<file path="src/rtl/seg_pkg.sv">
`default_nettype none
// ============================================================================
// seg_pkg
// Shared constants and types for the MM.SS seven-segment display driver.
// Revision: 1.0
// ============================================================================
package seg_pkg;

  // Active-low segment patterns, bit order g,f,e,d,c,b,a
  localparam logic [6:0] SEG_DIGIT [0:9] = '{
    7'b1000000,  // 0
    7'b1111001,  // 1
    7'b0100100,  // 2
    7'b0110000,  // 3
    7'b0011001,  // 4
    7'b0010010,  // 5
    7'b0000010,  // 6
    7'b1111000,  // 7
    7'b0000000,  // 8
    7'b0010000   // 9
  };
  localparam logic [6:0] SEG_DASH  = 7'b0111111;
  localparam logic [6:0] SEG_BLANK = 7'b1111111;

  // Digit position: 0 = sec ones, 1 = sec tens, 2 = min ones, 3 = min tens
  typedef logic [1:0] digit_idx_t;

  typedef enum logic [0:0] {
    BLANK = 1'b0,
    SCAN  = 1'b1
  } state_t;

  // BCD digit to segment pattern; non-decimal codes render blank
  function automatic logic [6:0] seg_encode(input logic [3:0] digit);
    logic [6:0] code;
    code = SEG_BLANK;
    if (digit <= 4'd9) code = SEG_DIGIT[digit];
    return code;
  endfunction

endpackage
`default_nettype wire

</file>
<file path="src/rtl/seg_display_driver_bin_to_bcd6.sv">
`default_nettype none
// ============================================================================
// bin_to_bcd6
// Combinational 6-bit binary to two-digit BCD; ovf flags values above 59.
// Revision: 1.0
// ============================================================================
module bin_to_bcd6 (
  input  logic [5:0] bin,
  output logic [3:0] tens,
  output logic [3:0] ones,
  output logic       ovf
);

  logic [5:0] rem;

  // Threshold cascade: the range is small enough that a divider is overkill
  always_comb begin
    ovf  = (bin > 6'd59);
    tens = 4'd0;
    rem  = bin;
    if (bin >= 6'd60) begin
      tens = 4'd6;
      rem  = bin - 6'd60;
    end else if (bin >= 6'd50) begin
      tens = 4'd5;
      rem  = bin - 6'd50;
    end else if (bin >= 6'd40) begin
      tens = 4'd4;
      rem  = bin - 6'd40;
    end else if (bin >= 6'd30) begin
      tens = 4'd3;
      rem  = bin - 6'd30;
    end else if (bin >= 6'd20) begin
      tens = 4'd2;
      rem  = bin - 6'd20;
    end else if (bin >= 6'd10) begin
      tens = 4'd1;
      rem  = bin - 6'd10;
    end
    ones = rem[3:0];
  end

endmodule
`default_nettype wire

</file>
<file path="src/rtl/seg_display_driver.sv">
`default_nettype none
// ============================================================================
// seg_display_driver
// 4-digit multiplexed active-low MM.SS display with adjust-field blinking.
// Revision: 1.0
// ============================================================================
module seg_display_driver
  import seg_pkg::*;
#(
  parameter int REFRESH_DIV = 100000,
  parameter int BLINK_DIV   = 25000000
) (
  input  logic       clk,
  input  logic       reset_n,
  input  logic [5:0] min,
  input  logic [5:0] sec,
  input  logic       blink,
  input  logic       sel,
  output logic [6:0] seg,
  output logic [3:0] an,
  output logic       dp
);

  localparam int REFRESH_W = $clog2(REFRESH_DIV);
  localparam int BLINK_W   = $clog2(BLINK_DIV);
  localparam logic [REFRESH_W-1:0] REFRESH_LAST = REFRESH_W'(REFRESH_DIV - 1);
  localparam logic [BLINK_W-1:0]   BLINK_LAST   = BLINK_W'(BLINK_DIV - 1);

  logic [REFRESH_W-1:0] refresh_cnt;
  logic                 tick;
  logic [BLINK_W-1:0]   blink_cnt;
  logic                 blink_phase;

  state_t     state, state_next;
  digit_idx_t idx, idx_next;
  logic       capture;

  logic [5:0] snap_min, snap_sec;
  logic       snap_blink, snap_sel;

  logic [3:0] min_tens, min_ones, sec_tens, sec_ones;
  logic       min_ovf, sec_ovf;
  logic [6:0] digit_code;

  logic [3:0] an_next;
  logic [6:0] seg_next;
  logic       dp_next;

  assign tick = (refresh_cnt == REFRESH_LAST);

  // Free-running digit dwell counter
  always_ff @(posedge clk) begin
    if (!reset_n || tick) refresh_cnt <= '0;
    else                  refresh_cnt <= refresh_cnt + REFRESH_W'(1);
  end

  // Blink half-period timer; parked in the visible phase while not adjusting
  always_ff @(posedge clk) begin
    if (!reset_n || !blink) begin
      blink_cnt   <= '0;
      blink_phase <= 1'b0;
    end else if (blink_cnt == BLINK_LAST) begin
      blink_cnt   <= '0;
      blink_phase <= ~blink_phase;
    end else begin
      blink_cnt   <= blink_cnt + BLINK_W'(1);
    end
  end

  // Frame snapshot: inputs are only sampled at frame boundaries
  always_ff @(posedge clk) begin
    if (!reset_n) begin
      snap_min   <= '0;
      snap_sec   <= '0;
      snap_blink <= 1'b0;
      snap_sel   <= 1'b0;
    end else if (capture) begin
      snap_min   <= min;
      snap_sec   <= sec;
      snap_blink <= blink;
      snap_sel   <= sel;
    end
  end

  bin_to_bcd6 u_min_bcd (
    .bin  (snap_min),
    .tens (min_tens),
    .ones (min_ones),
    .ovf  (min_ovf)
  );

  bin_to_bcd6 u_sec_bcd (
    .bin  (snap_sec),
    .tens (sec_tens),
    .ones (sec_ones),
    .ovf  (sec_ovf)
  );

  // Pick the segment pattern for the digit currently being scanned
  always_comb begin
    digit_code = SEG_BLANK;
    case (idx)
      2'd0: digit_code = sec_ovf ? SEG_DASH : seg_encode(sec_ones);
      2'd1: digit_code = sec_ovf ? SEG_DASH : seg_encode(sec_tens);
      2'd2: digit_code = min_ovf ? SEG_DASH : seg_encode(min_ones);
      2'd3: digit_code = min_ovf ? SEG_DASH : seg_encode(min_tens);
      default: digit_code = SEG_BLANK;
    endcase
  end

  // Scan FSM: next state, digit index, snapshot strobe and next outputs
  always_comb begin
    state_next = state;
    idx_next   = idx;
    capture    = 1'b0;
    an_next    = 4'b1111;
    seg_next   = SEG_BLANK;
    dp_next    = 1'b1;
    case (state)
      BLANK: begin
        if (tick) begin
          state_next = SCAN;
          idx_next   = '0;
          capture    = 1'b1;
        end
      end
      SCAN: begin
        if (tick) begin
          idx_next = idx + 2'd1;
          capture  = (idx == 2'd3);
        end
        an_next  = ~(4'b0001 << idx);
        seg_next = digit_code;
        dp_next  = (idx != 2'd2);
        // Only the anodes are suppressed so the separator keeps its timing
        if (snap_blink && blink_phase) begin
          if (snap_sel) an_next[1:0] = 2'b11;
          else          an_next[3:2] = 2'b11;
        end
      end
      default: state_next = BLANK;
    endcase
  end

  // State, index and registered display outputs
  always_ff @(posedge clk) begin
    if (!reset_n) begin
      state <= BLANK;
      idx   <= '0;
      an    <= 4'b1111;
      seg   <= SEG_BLANK;
      dp    <= 1'b1;
    end else begin
      state <= state_next;
      idx   <= idx_next;
      an    <= an_next;
      seg   <= seg_next;
      dp    <= dp_next;
    end
  end

endmodule
`default_nettype wire
</file>
<file path="config.mk">
export PLATFORM = sky130hd
export DESIGN_NAME = seg_display_driver
export DESIGN_NICKNAME = d
export VERILOG_FILES = /design/src/rtl/seg_pkg.sv /design/src/rtl/seg_display_driver_bin_to_bcd6.sv /design/src/rtl/seg_display_driver.sv
export SDC_FILE = /design/constraint.sdc
export NUM_CORES = 1
export LEC_CHECK = 0
export BUFFER_PORTS_ARGS = -buffer_cell sky130_fd_sc_hd__buf_4
export CELL_PAD_IN_SITES_DETAIL_PLACEMENT = 0
export CELL_PAD_IN_SITES_GLOBAL_PLACEMENT = 1
export CORE_MARGIN = 3
export CORE_UTILIZATION = 42
export DETAILED_ROUTE_END_ITERATION = 10
export GPL_TIMING_DRIVEN = 0
export PLACE_DENSITY_LB_ADDON = 0.1
export SLEW_MARGIN = 20
export SYNTH_ARGS = -nofsm -noshare
export SYNTH_HDL_FRONTEND = slang
export SYNTH_SLANG_ARGS = --single-unit
</file>
<file path="constraint.sdc">
create_clock -name clk -period 3.2 [get_ports clk]
set_input_delay 0.64 -clock clk [delete_from_list [all_inputs] [get_ports clk]]
set_output_delay 0.64 -clock clk [all_outputs]
set_load 0.03 [all_outputs]
</file>
# Yosys cells after proc, flatten, opt, wreduce, memory -nomap -nowiden
# Memories as Yosys holds them, arrays and structs flattened.
# Index checks and enable logic that the tools add are counted.
[totals]
register_bits = 72
rom_bits = 448
in_bits = 16
output_inout_bits = 12
word_cells = 129
memories = 4
[mem_list]
columns = ["name", "words", "word_bits", "rd", "rd_clocked_by_memory_dff", "wr", "line", "source"]
rows = [
  ["(name not given)", 16, 7, 1, 0, 0, "seg_pkg.sv:37", "if (digit <= 4'd9) code = SEG_DIGIT[digit];"],
  ["(name not given)", 16, 7, 1, 0, 0, "seg_pkg.sv:37", ""],
  ["(name not given)", 16, 7, 1, 0, 0, "seg_pkg.sv:37", ""],
  ["(name not given)", 16, 7, 1, 0, 0, "seg_pkg.sv:37", ""],
]
[op_classes]
addsub = 15
magnitude_cmp = 22
eq_ne = 8
shifts = 1
muxes = 51
n_bitwise = 7
reduce_logical = 9
[op_table]
columns = ["cell", "n"]
rows = [
  ["7-bit 2-to-1 mux", 16],
  ["4-bit 2-to-1 mux", 23],
  ["6-bit greater-or-equal comparator, second input constant", 6],
  ["4-bit subtractor, second input constant", 8],
  ["7-bit case mux with 4 select lines", 1],
  ["25-bit by 1-bit adder with 25-bit output, second input constant", 1],
  ["25-bit equality test, second input constant", 1],
  ["6-bit by 5-bit greater-or-equal comparator with 1-bit output, second input constant", 4],
  ["5-bit greater-or-equal comparator, second input constant", 4],
  ["4-bit NOT with 5-bit output", 4],
  ["17-bit by 1-bit adder with 17-bit output, second input constant", 1],
  ["17-bit equality test, second input constant", 1],
  ["4-bit <= comparator, second input constant", 4],
  ["6-bit by 4-bit greater-or-equal comparator with 1-bit output, second input constant", 2],
  ["6-bit greater-than comparator, second input constant", 2],
  ["2-bit 2-to-1 mux", 4],
  ["4-bit by 2-bit subtractor with 4-bit output, second input constant", 2],
  ["4-bit by 3-bit subtractor with 4-bit output, second input constant", 2],
  ["2-bit inequality test, second input constant", 3],
  ["1-bit 2-to-1 mux", 5],
  ["2-bit equality test, second input constant", 2],
  ["4-bit NOT", 1],
  ["2-bit case mux with 2 select lines", 1],
  ["2-bit AND reduction", 2],
  ["10 further kinds", 13],
]

# Logic depth before layout (Yosys ltp)
# Gate-level depths: netlist of run 1.
[depth]
word_depth = 14
ltp_mapped = 15

# Cells and area by module
# A second synthesis of run 1 with hierarchy kept.
[hier_totals]
hier_cells = 580
hier_area_um2 = 4832.1
[by_module_without_submodules]
columns = ["module", "instances", "cells_each", "area_per_inst_um2", "seq_area_each_um2"]
rows = [
  ["seg_display_driver", 1, 440, 3791.1, 1441.4],
  ["bin_to_bcd6", 2, 70, 520.5, 0.0],
]

# Worst setup path before layout of run 1
# Ideal clock, no wire load.
[synth_path]
kind = "register to register"
start = "register snap_sec[2]"
end = "register seg[4]"
setup_time_ns = 0.134
arrival_ns = 3.029
required_ns = 3.066
path_slack_ns = 0.037
stages_incl_launch_ff = 14
n_path_buf = 0
synth_period_minus_slack_ns = 3.163
cell_sequence = "dfxtp_1 inv_1 ha_1 a2111oi_4 nand2_1 and3_1 o21ai_0 ha_1 inv_1 o311ai_0 o2bb2ai_1 or3_1 o211ai_1 a32oi_1"
[synth_via]
elab_chain_cells = 14
word_cells_on_any_way = 40
classes_between = "6 x add/sub; 9 x order compare; 21 x mux; 2 x bitwise; 2 x memory"
[synth_lines]
columns = ["item", "line", "source"]
rows = [
  ["start: declaration", "seg_display_driver.sv:38", "logic [5:0] snap_min, snap_sec;"],
  ["start signal: assignment", "seg_display_driver.sv:74", "snap_sec <= '0;"],
  ["start signal: assignment", "seg_display_driver.sv:79", "snap_sec <= sec;"],
  ["6-bit by 4-bit greater-or-equal comparator with 1-bit output / 4-bit subtractor (equally long branches)", "seg_display_driver_bin_to_bcd6.sv:36, seg_display_driver_bin_to_bcd6.sv:38", ""],
  ["1-bit 2-to-1 mux / 4-bit 2-to-1 mux (equally long branches)", "seg_display_driver_bin_to_bcd6.sv:36", "end else if (bin >= 6'd10) begin"],
  ["4-bit 2-to-1 mux", "seg_display_driver_bin_to_bcd6.sv:33", "end else if (bin >= 6'd20) begin"],
  ["4-bit 2-to-1 mux", "seg_display_driver_bin_to_bcd6.sv:30", "end else if (bin >= 6'd30) begin"],
  ["4-bit 2-to-1 mux", "seg_display_driver_bin_to_bcd6.sv:27", "end else if (bin >= 6'd40) begin"],
  ["4-bit 2-to-1 mux", "seg_display_driver_bin_to_bcd6.sv:24", "end else if (bin >= 6'd50) begin"],
  ["4-bit 2-to-1 mux", "seg_display_driver_bin_to_bcd6.sv:21", "if (bin >= 6'd60) begin"],
  ["4-bit NOT with 5-bit output (implied by the code)", "seg_pkg.sv:37", ""],
  ["memory 16 x 7 bit", "n/a", ""],
  ["7-bit 2-to-1 mux (implied by the code) (2 in series)", "seg_pkg.sv:37", ""],
  ["7-bit 2-to-1 mux", "seg_pkg.sv:37", ""],
  ["7-bit 2-to-1 mux (on tied branches)", "seg_display_driver.sv:104, seg_display_driver.sv:103", ""],
  ["7-bit case mux with 4 select lines (*)", "seg_display_driver.sv:102", "case (idx)"],
  ["end signal: assignment", "seg_display_driver.sv:157", "seg <= seg_next;"],
  ["end: declaration", "seg_display_driver.sv:19", "output logic [6:0] seg,"],
]
# Mark *: on every way between the ends. The rest lies on a longest branch, timed or not. The select of a mux whose other input is x is not followed.
# A chain may end at the register's enable or synchronous reset.

# Final worst setup path of run 1
[layout_path]
start = "register snap_sec[3]"
end = "register seg[5]"
# Same word-level chain as after synthesis.

==> results.toml, run 1 <==
[logic_synthesis]
synth_seq_cells = 72
syn_area_per_cell_um2 = 8.49
compound_gate_fraction_of_synth_area_pct = 19.6
postSynth.topFlopCell = "dfxtp_1"
syn-instance-count = 588
ys_warn_count = 0
syn_area_um2 = 4990
synth_enable_flop_cells = 0
yosys.cell_types.count = 85
yosys.area_share.adder_pct = 10.5
synthesis.nets = 646
synth_simple_gate_area_share_pct = 25.3
synth_top_family_by_area = "simple AND/OR/NAND/NOR gates"
synth_xor_area_share_pct = 6.66
synth.yosys.seq_area_share_pct = 28.9
ys_async_sr_fraction_pct = 0
muxShareOfSynthArea_pct = 3.41

[power]
total_power_w = 0.00191
power.sequential.fraction_pct = 47.2
power.share.switching_pct = 21.3
power.ir.vdd_worst_v = 0.000280
internal_power_w = 0.00151
p_leak_nw = 2.27
cellPowerDensity_nw_per_um2 = 325
power.net_switching_w = 0.000407
power_frac_clock_pct = 50.8
logic_gate_share_of_total_power_pct = 2.0

[worst_hold_path]
timing.hold.worst.class = "flip-flop to flip-flop"

[clocking]
clock_sinks = 72
cts_max_path_buffers = 2
cts_tree = "built"
clock_tree.htree_level_count = 3
clk_pin_slew_ps = 60
cts-root-buf = "clkbuf_16"
holdBufCountCts = 0
worstSkewPairLatency_ps = 340
cts_buffers = 9

[sta]
setup-violations-final = 0
fmax_ghz = 0.330
period_minus_slack_ps = 3030
maxSlewHeadroom_pct = 48.5
timing.final.max_slew_violations = 0
tightestPinTransition_ps = 772
final_hold_viol_count = 0
clock_skew_ps = 5.39
min_period_over_period_pct = 94.7

[final_layout]
final_util_pct = 51.2
layout.filler_cells = 1081
drive_above_1_share_pct = 18.1
final_net_count = 693
area_delta_synth_final_pct = 18.1
antenna_cells_inserted = 0

[critical_path]
cp_capture_type = "flip-flop"
critical_path.startpoint_type = "flip-flop"
worstPathArrival_ps = 3260
worst-setup-path-type = "flip-flop to flip-flop"
maximum_fanout_along_the_worst_path = 10
cp.required_ps = 3430

[placed_design]
portBuffers = 26
gp_congestion = 0.888
dp.final_hpwl_mm = 9.12

[run]
drv_cap = 0

[floorplan]
floorplan.rows = 39
io_pins = 28
floorplan.initialDensity_pct = 43.4
die-area_um2 = 13200
core_um2 = 11500
chipWidth_um = 115
floorplan.die.height_um = 115

[detailed_routing]
antenna_violating_nets_post_route = 0
drtIter0Drc = 250
firstDrtPassIters = 5
wire_per_inst_um = 15.7
totalWireLength_mm = 12.3
post-route-drc-count = 0
via_cell_ratio = 5.58
detailroute.via_count = 4370

[grt]
global_route.overflow_total = 0
grt_pass1_vias = 4228
global_route.usage.total_pct = 19.0
antenna_found_initial = 0
grt_start_max_net_pins = 13
global_route_wire_length_before_repair_mm = 20.3

[outcome]
status = "completed"
## layer usage
| layer | GRT usage [%] | vias to the layer above | routed length, um |
|---|---|---|---|
| met5 | 0 | - | 0 |
| met1 | 25.3 | 2070 | 5910 |
| met3 | 3.11 | 12 | 461 |
| li1 | - | 2198 | - |
| met2 | 30.9 | 90 | 5750 |
| met4 | 7.04 | 0 | 185 |
## worst max-delay path, stage by stage (launching register included)
cell	delay, ps
dfxtp_2	340
buf_6	140
inv_1	110
ha_1	150
nor4bb_1	270
o211ai_1	190
and3_4	230
o21ai_4	200
inv_1	80
ha_1	180
inv_1	80
mux2i_1	70
o21ai_0	170
o2111ai_1	180
or2_2	310
o211a_1	200
## power by group through the flow
stage / combinational (W) / clock, W / sequential (W)
after floorplan: 0.0000181 / 0 / 0.000923
after global placement: 0.0000388 / 0 / 0.000924
after detailed placement: 0.0000395 / 0 / 0.000924
after CTS: 0.0000397 / 0.00100 / 0.000904
after global routing: 0.0000431 / 0.00104 / 0.000904
final: 0.0000389 / 0.000972 / 0.000904
## worst paths after layout
path	slack, ps	end	cells past startpoint	startpoint
worst max-delay path	170	seg[5]	15	snap_sec[3]
worst min register to register	440	refresh_cnt[0]	1	refresh_cnt[0]
worst max register to register	170	seg[5]	15	snap_sec[3]
worst min-delay path	440	refresh_cnt[0]	1	refresh_cnt[0]
## cells by family after synthesis
group	after synthesis
AOI/OAI and AO/OA	126
adders and majority gates	42
buffers and inverters	57
xor gates and xnor gates	38
DFF	72
and+or+nand+nor	236
muxes	17
## cells in the mapped netlist (3+ instances only)
master / count / area (um^2)
nor4_1: 5 / 31.3
o22ai_1: 3 / 18.8
nor3_1: 11 / 55.1
a211o_1: 3 / 26.3
buf_6: 4 / 45.0
nand3_1: 23 / 115
mux2i_1: 17 / 170
ha_1: 42 / 526
inv_1: 29 / 109
nor2b_1: 20 / 125
a21oi_1: 20 / 100
nand3b_1: 4 / 30.0
clkbuf_1: 14 / 52.6
and2_1: 6 / 37.5
or2_2: 4 / 25.0
nand2b_1: 5 / 31.3
nand2_1: 50 / 188
nand4b_1: 3 / 26.3
or3_1: 7 / 43.8
o21bai_1: 3 / 22.5
buf_4: 5 / 37.5
xnor2_1: 11 / 96.3
a21boi_0: 3 / 22.5
a211oi_1: 6 / 45.0
o211a_1: 3 / 30.0
and3_1: 21 / 131
o21ai_0: 18 / 90.1
nand4_1: 7 / 43.8
nor2_1: 52 / 195
buf_2: 4 / 20.0
a21o_1: 7 / 52.6
o211ai_1: 5 / 37.5
dfxtp_1: 72 / 1440
a31oi_1: 10 / 62.6
xor2_1: 27 / 236
## registers in the layout, indices dropped and copies added, names as in the netlist
name         flops
an               4
blink_cnt       25
blink_phase      1
dp               1
idx              2
refresh_cnt     17
seg              7
snap_blink       1
snap_min         6
snap_sec         6
snap_sel         1
state            1
## cell usage in the layout (no fill, tap or decap), drive strengths merged, types with 7 or more instances in the layout
cell and n:
a211oi 8, a21o 7, a21oi 20, a31oi 11, and3 22, buf 50, clkbuf 26, dfxtp 72
ha 42, inv 30, mux2i 17, nand2 50, nand3 23, nand4 7, nor2 53, nor2b 20
nor3 11, o21ai 18, or3 8, xnor2 11, xor2 27
## final cells by class
class / instances / area [um^2] / share of cell area [%]
Multi-Input combinational cell: 459 / 3430 / 58.1
Sequential cell: 72 / 1450 / 24.5
Timing Repair Buffer: 36 / 270 / 4.58
Clock buffer: 12 / 267 / 4.52
Tap cell: 143 / 179 / 3.03
Buffer: 28 / 173 / 2.93
Inverter: 29 / 109 / 1.85
Clock inverter: 4 / 26.3 / 0.445
## per-stage QoR
stage | setup slack (ps) | hold WS (ps) | cell area, um^2 | TNS (ps) | instances
after floorplan | 37.0 | 413 | 4990 | 0 | 588
after global placement | -765 | 420 | 5370 | -3890 | 757
after detailed placement | -763 | 441 | 5370 | -3990 | 757
after CTS | 4.49 | 451 | 5710 | 0 | 774
after global routing | -41.5 | 476 | 5900 | -41.5 | 783
final | 169 | 444 | 5900 | 0 | 783
## repair_timing
item / in CTS / in global routing
buffers inserted: 1 / 9
resized for setup: 17 / 25
pin swaps: 1 / 8
setup endpoints to repair: 7 / 7
Note: power is estimated with default switching activity, not from simulation.
==> inputs of run 2 (changes only) <==
ABC_AREA = 1   (was not set)
CORE_ASPECT_RATIO = 0.8   (was not set)
CORE_UTILIZATION = 40   (was 42)
==> run 2 against run 1 <==
- sequential power is essentially flat
- area after synthesis shrank 4.0%
- register-to-register slack better by 190 ps
- final cell count increased by 14%
- critical endpoint is now seg[4]
- combinational power up 14%
- via count grew 1.4%
- clock power hardly changed
- first-iteration DRC count shrank 33%
==> results.toml, run 2 <==
[run]
drv_cap = 0

[logic_synthesis]
ys_async_sr_fraction_pct = 0
synth_seq_cells = 72
ys_warn_count = 0
synthesis.nets = 761
post_synth_main_area_contributors = "dfxtp_1 30%, nand2_1 13%, ha_1 11%, inv_1 7.8%, a21oi_1 6.0%"
netlist_top_cells_count = "169 x nand2_1, 99 x inv_1, 72 x dfxtp_1"
synth_enable_flop_cells = 0
postSynth.topFlopCell = "dfxtp_1"
syn-instance-count = 703
yosysMostFrequentCell = "nand2_1"
synth.yosys.seq_area_share_pct = 30.1
synth.top_cell.area_share_pct = 30.1
syn_area_per_cell_um2 = 6.82
yosys.cell_types.count = 44
post-synth-top-area-cell = "dfxtp_1"
syn_area_um2 = 4790

[clocking]
worstSkewPairLatency_ps = 330
cts-root-buf = "clkbuf_16"
clock_sinks = 72
clock_tree.htree_level_count = 3
holdBufCountCts = 0
cts_max_path_buffers = 2
cts_buffers = 9
cts_tree = "built"
clk_pin_slew_ps = 60

[critical_path]
worstPathArrival_ps = 3060
cp_capture_type = "flip-flop"
maximum_fanout_along_the_worst_path = 5
critical_path.startpoint_type = "flip-flop"
worst-setup-path-type = "flip-flop to flip-flop"
worst_setup_slack_for_register_to_register_paths_ps = 350
cp.required_ps = 3420
worstRegToRegCells = 23

[grt]
antenna_found_initial = 0
grt_start_max_net_pins = 14
global_route.usage.total_pct = 17.0
global_route_wire_length_before_repair_mm = 18.9
global_route.overflow_total = 0
grt_pass1_vias = 4122

[floorplan]
floorplan.initialDensity_pct = 41.3
core_um2 = 11600
floorplan.die.height_um = 104
die-area_um2 = 13300
io_pins = 28
chipWidth_um = 128
floorplan.rows = 35

[sta]
fmax_ghz = 0.351
min_period_over_period_pct = 88.9
period_minus_slack_ps = 2850
maxSlewHeadroom_pct = 52.3
layout_setup_ws_ps = 354
tightestPinTransition_ps = 709
setup-violations-final = 0
final_hold_viol_count = 0
clock_skew_ps = 11.2
timing.final.max_slew_violations = 0

[worst_hold_path]
min_path_cells = 1
timing.hold.worst.class = "flip-flop to flip-flop"

[final_layout]
multi_input_comb_area_um2 = 2890
most-common-layout-cells = "167 x nand2_1, 97 x inv_1, 71 x dfxtp_1"
layout.filler_cells = 1186
top_register = "blink_cnt"
largest_register_ff_count = 25
area.sequential_um2 = 1440
final_common_cell = "nand2_1"
drive_above_1_share_pct = 15.7
final_util_pct = 47.4
final_net_count = 800
area_delta_synth_final_pct = 14.8
antenna_cells_inserted = 0
top_regs = "blink_cnt: 25 flops, refresh_cnt: 17 flops, seg: 7 flops"

[power]
power.ir.vdd_worst_v = 0.000319
power.share.switching_pct = 21.6
internal_power_w = 0.00153
power.sequential.fraction_pct = 46.4
p_leak_nw = 2.45
power.net_switching_w = 0.000420
cellPowerDensity_nw_per_um2 = 354
logic_gate_share_of_total_power_pct = 2.3
power_frac_clock_pct = 51.4

[outcome]
status = "completed"

[placed_design]
post-place-ws_ps = 47.9
portBuffers = 26
gp_congestion = 0.844
dp.final_hpwl_mm = 8.62

[detailed_routing]
detailroute.via_count = 4430
totalWireLength_mm = 11.0
antenna_violating_nets_post_route = 0
wire_per_inst_um = 12.3
post-route-drc-count = 0
firstDrtPassIters = 5
via_cell_ratio = 4.95
drtIter0Drc = 168
run 2: changes by cell type after synthesis, moves of 17 or more:
cell and change:
nand2_1 +119, and3_1 -21, o21ai_0 +19, inv_1 +70, nand3_1 +17, mux2i_1 -17
nor2b_1 -20, xor2_1 -22, a21oi_1 +37
run 2: cells by family (layout without fill, tap and decap cells):
kind of cell	Yosys count	count (layout)	synth area share [%]
and+or+nand+nor	334	334	32.8
AOI/OAI and AO/OA	125	125	14.9
buffers and inverters	122	166	9.79
DFF	72	72	30.1
adders and majority gates	42	42	11.0
xor gates and xnor gates	8	8	1.46
run 2: layer usage:
metal  up-vias  GRT usage (%)  wire (um)
li1       2356              -          -
met1      2029           23.5       5760
met2        43           27.0       4980
met3         2           3.64        247
met4         0           3.94         40
met5         -              0          0
run 2: cell type report:
class	count	share of cell area, %
Sequential cell	72	26.2
Timing Repair Buffer	28	3.82
Inverter	112	7.71
Clock inverter	6	1.25
Tap cell	148	3.37
Clock buffer	10	4.16
Multi-Input combinational cell	509	52.6
Buffer	10	0.887
run 2: metrics by stage:
stage | std cells | instance area (um^2) | TNS, ps | hold slack (ps) | power (W)
global route | 895 | 5500 | -4.92 | 486 | 0.00201
CTS | 893 | 5470 | 0 | 457 | 0.00198
global placement | 877 | 5170 | 0 | 430 | 0.000967
finish | 895 | 5500 | 0 | 458 | 0.00195
detailed placement | 877 | 5170 | 0 | 442 | 0.000968
floorplan | 703 | 4790 | 0 | 418 | 0.000946
run 2: path summary, 6_finish.rpt:
path                 from           end
max           snap_min[2]        seg[4]
max reg2reg   snap_min[2]        seg[4]
min reg2reg  blink_cnt[0]  blink_cnt[0]
min          blink_cnt[0]  blink_cnt[0]
run 2: critical path, cell delays in order (launching register included):
cell        delay, ps
dfxtp_2           380
clkinvlp_4        150
ha_1              240
nand2_1           120
nand3_1           130
nor2_2            160
o21ai_2            90
nand2_1            70
nand2_1            60
nand2_2           110
inv_1              80
nand2_1            70
nand2_2            90
inv_2              90
ha_1              170
nor2_1             50
inv_1              60
nand3_2           110
a21oi_4           180
nand2_1            80
nand2_1            60
nand2_1            60
nand2_1            60
nand2_1            50
run 2: what timing repair did:
action                                  in CTS  in global routing
setup buffers                                0                  2
endpoints found under the hold margin        0                  0
endpoints found under the setup margin       0                  7
resized for setup                            0                  7
run 2: power groups by stage:
stage	Sequential [W]	Clock, W	Combinational (W)
finish	0.000904	0.00100	0.0000443
global route	0.000904	0.00106	0.0000507
CTS	0.000903	0.00103	0.0000450
detailed placement	0.000923	0	0.0000448
global placement	0.000923	0	0.0000441
floorplan	0.000923	0	0.0000231
